--- src/rtl/cnt_seq_sat_inc.sv ---
// Saturating incrementer: nxt_o = val_i + 1 when en_i and val_i < MAX,
// otherwise val_i unchanged. Purely combinational.
module cnt_seq_sat_inc #(
  parameter int             W   = 8,
  parameter logic [W-1:0]   MAX = {W{1'b1}}
) (
  input  logic [W-1:0] val_i,
  input  logic         en_i,
  output logic [W-1:0] nxt_o
);

  // Increment unless disabled or already at the ceiling
  always_comb begin
    nxt_o = val_i;
    if (en_i && (val_i != MAX)) begin
      nxt_o = val_i + {{(W-1){1'b0}}, 1'b1};
    end else begin
      nxt_o = val_i;
    end
  end

endmodule

--- config.mk ---
export PLATFORM = sky130hd
export DESIGN_NAME = cnt_seq_sat_inc
export DESIGN_NICKNAME = d
export VERILOG_FILES = /design/src/rtl/cnt_seq_sat_inc.sv
export SDC_FILE = /design/constraint.sdc
export NUM_CORES = 1
export LEC_CHECK = 0
export CORE_AREA = 2 2 39 41
export DETAILED_ROUTE_END_ITERATION = 10
export DIE_AREA = 0 0 41 43
export PLACE_DENSITY = 0.54
export SLEW_MARGIN = 20
export SYNTH_ARGS = -nofsm -noshare
export SYNTH_HDL_FRONTEND = slang
export SYNTH_SLANG_ARGS = --single-unit
--- constraint.sdc ---
create_clock -name vclk -period 2.9
set_input_delay 0.58 -clock vclk [all_inputs]
set_output_delay 0.58 -clock vclk [all_outputs]
set_load 0.01 [all_outputs]
# Word level (Yosys, flattened, before mapping)
# Cells that the tools add are included.
[word_totals] output_inout_bits=8 elab_cells=4 reg_bits=0
[classes] n_eq_ne=1 n_mux=1 reduce_logical=1 add_sub_neg=1
[ops] operator="$add A8 B1 Y8 const B" n=1
[ops] operator="$mux W8" n=1
[ops] operator="$ne A8 B8 Y1 const B" n=1
[ops] operator="$logic_and A1 B1 Y1" n=1

# Logic depth before layout (Yosys ltp)
[depth] ltp_word=3 ltp_mapped=4

# Least setup slack after synthesis
# Ideal clock, no wire load.
[synth_timing] kind="in2out" from="input port val_i[0]" to="output port nxt_o[1]" stages=4 arrival_time_ns=1.392 path_slack_ns=0.928 n_path_buf=0 cell_sequence="ha_1 > nand3_1 > o21ai_2 > mux2_1"
[synth_via] elab_chain_cells=3
[synth_lines] item="from (decl)" line="7" rtl="input logic [W-1:0] val_i,"
[synth_lines] item="branches (longest 2 deep; another with $add A8 B1 Y8)"
[synth_lines] item="$mux W8 (*)" line="15" rtl="if (en_i && (val_i != MAX)) begin"
[synth_lines] item="to (decl)" line="9" rtl="output logic [W-1:0] nxt_o"
# Every way passes the cells marked *.

# Worst setup path after layout
# Same ends and word-level chain as after synthesis.

==> metrics.txt <==
Worst Path Max Fanout 3; Synth Net Count 36; final setup vio count 0; GRT Overall Usage 0.0649; Sw Ratio 0.391; combinational share of power 1.000; Peak VDD IR 0.0465 mV; fill count around 150; Leak Pwr roughly 0.18 nW; vias in the first global route between 200 and 250; initial antenna violation count 0; die area 1760 sq um; most frequent cells in the layout clkdlybuf4s50_1, buf_4, xnor2_1, dlygate4sd2_1, a21oi_1; YS warnings 0; layout cells sized above 1 0.208; Placed Instances 63; power per cell area roughly 130 nW/um^2; die width approximately 40 microns; IO buf count 17; Synth Area per Inst roughly 7.4 sq um; commonest non-fill, non-tap cell in the layout clkdlybuf4s50_1; highest-delay cell along the critical path clkdlybuf4s50_1; Netlist Area Pre-Place ~190 sq um; total grt overflow 0; Sw Pwr between 0.02 and 0.025 mW; drt first pass iters 1; Worst setup EP type output pin; first-pass GRT wire length 883 microns; first-iteration detailed-routing DRC count 0; Max Clock Freq roughly 360 MHz; Slew HR 0.856; final period utilization 0.967; Top Ports 17; Hold WC Path Type in -> out; cell-internal power roughly 0.033 mW; Initial Util 0.138; maxcap violations 0; Cell Chain, Critical Path clkdlybuf4s50_1 -> ha_2 -> nand3_1 -> o21ai_2 -> mux2_1 -> dlygate4sd2_1; worst slack, placed -0.103 ns; core area between 1000 and 1500 sq um; wire per inst about 8.6 microns; ANT cells 0; worst path required time 2.32 ns; Worst Slack Setup Final a little under 0.1 ns; vias per cell 4.23; Flop pwr share 0; Tmin final between 2 and 3 ns; worst slew pin tran about 0.22 ns; sequential fraction of the synthesis area 0; critical path type in -> out; chip height 43 microns; Tot Pwr 0.0549 mW; Final Non-Filler Cells 64; Post-Syn Instances 26; FFs & Latches 0; RSZ-0062 raised after global routing yes; Residual DRC 0; std cell rows 14; CP max stage delay approximately 0.52 ns; Synth cell types 17; arrival time at the worst endpoint roughly 2.2 ns; Post-CTS Hold Buffers 0; startpoint types primary input; final hold violation count 0; area grow syn2layout 123%; gpl congestion 0.743; Post-Route WL between 500 and 600 microns; Max Slew Vio Count 0; # clk buffers 0; largest net degree at the start of global routing 6; clock share of power 0; Post-DRT Antenna Nets 0; vias approximately 270; Register Area 0 sq um; outcome finished, final reports clean; final net count 60
-- power by group through the flow --
stage,clock [mW],sequential [mW],combinational [mW]
global placement,0,0,0.0574
global route,0,0,0.0603
CTS,0,0,0.0562
detailed placement,0,0,0.0574
finish,0,0,0.0549
floorplan,0,0,0.0189
-- area by class of cell --
type	instances	area (sq um)	area share
Tap cell	16	20.0	0.0469
Inverter	1	3.75	0.00880
Timing Repair Buffer	22	208	0.487
Multi-Input combinational cell	25	195	0.457
-- worst max-delay path: cells and delay by family --
kind / cells / cell delay (ns)
adder cells (fa/ha/maj): 1 / 0.21
AND/OR/NAND/NOR: 1 / 0.13
AO/OA/AOI/OAI: 1 / 0.17
multiplexers: 1 / 0.33
buffers and inverters: 2 / 0.80
-- synth_stat cells --
| cell type | instances | area, sq um |
|---|---|---|
| xnor2_1 | 4 | 35.0 |
| a21oi_1 | 3 | 15.0 |
| and4_1 | 2 | 17.5 |
| nand2_1 | 2 | 7.51 |
| nand3_1 | 2 | 10.0 |
| o211ai_1 | 2 | 15.0 |
| a21boi_0 | 1 | 7.51 |
| a31oi_1 | 1 | 6.26 |
| and2_1 | 1 | 6.26 |
| and3_1 | 1 | 6.26 |
| ha_1 | 1 | 12.5 |
| inv_1 | 1 | 3.75 |
| mux2_1 | 1 | 11.3 |
| mux2_2 | 1 | 11.3 |
| nand4_2 | 1 | 12.5 |
| o21ai_0 | 1 | 5.00 |
| o21ai_2 | 1 | 8.76 |
-- cell families after synthesis --
group / share of synthesized area
AO/OA/AOI/OAI: 0.301
XOR/XNOR: 0.183
adder cells (fa/ha/maj): 0.0653
buffers and inverters: 0.0196
multiplexers: 0.118
AND/OR/NAND/NOR: 0.314
-- repair_timing --
item / in CTS / in global routing
gates resized for setup: 6 / 3
setup buffers: 1 / 0
pin swaps: 1 / 0
setup endpoints to repair: 6 / 2
endpoints found under the hold margin: 0 / 0
-- per-layer routing --
layer,vias up,wire length (microns),track usage
li1,146,-,-
met1,113,271,0.0949
met2,12,219,0.109
met3,0,62,0
met4,0,0,0
met5,-,0,0
-- worst paths after layout --
| kind | from | to | slack, ns | cells after the start |
|---|---|---|---|---|
| worst max-delay path | val_i[0] | nxt_o[1] | 0.1 | 6 |
| worst min-delay path | val_i[4] | nxt_o[4] | 1.95 | 3 |
-- through the flow --
step / setup TNS (ns) / hold WS, ns / util / instance area (sq um)
3_5_place_dp: -0.387 / 2.23 / 0.297 / 412
4_1_cts: -0.0395 / 2.04 / 0.305 / 422
3_3_place_gp: -0.322 / 2.23 / 0.297 / 412
2_1_floorplan: 0 / 1.25 / - / 191
6_report: 0 / 1.95 / 0.308 / 427
5_1_grt: -0.00170 / 2.00 / 0.308 / 427
No activity file was read; power rests on OpenSTA's default activity.
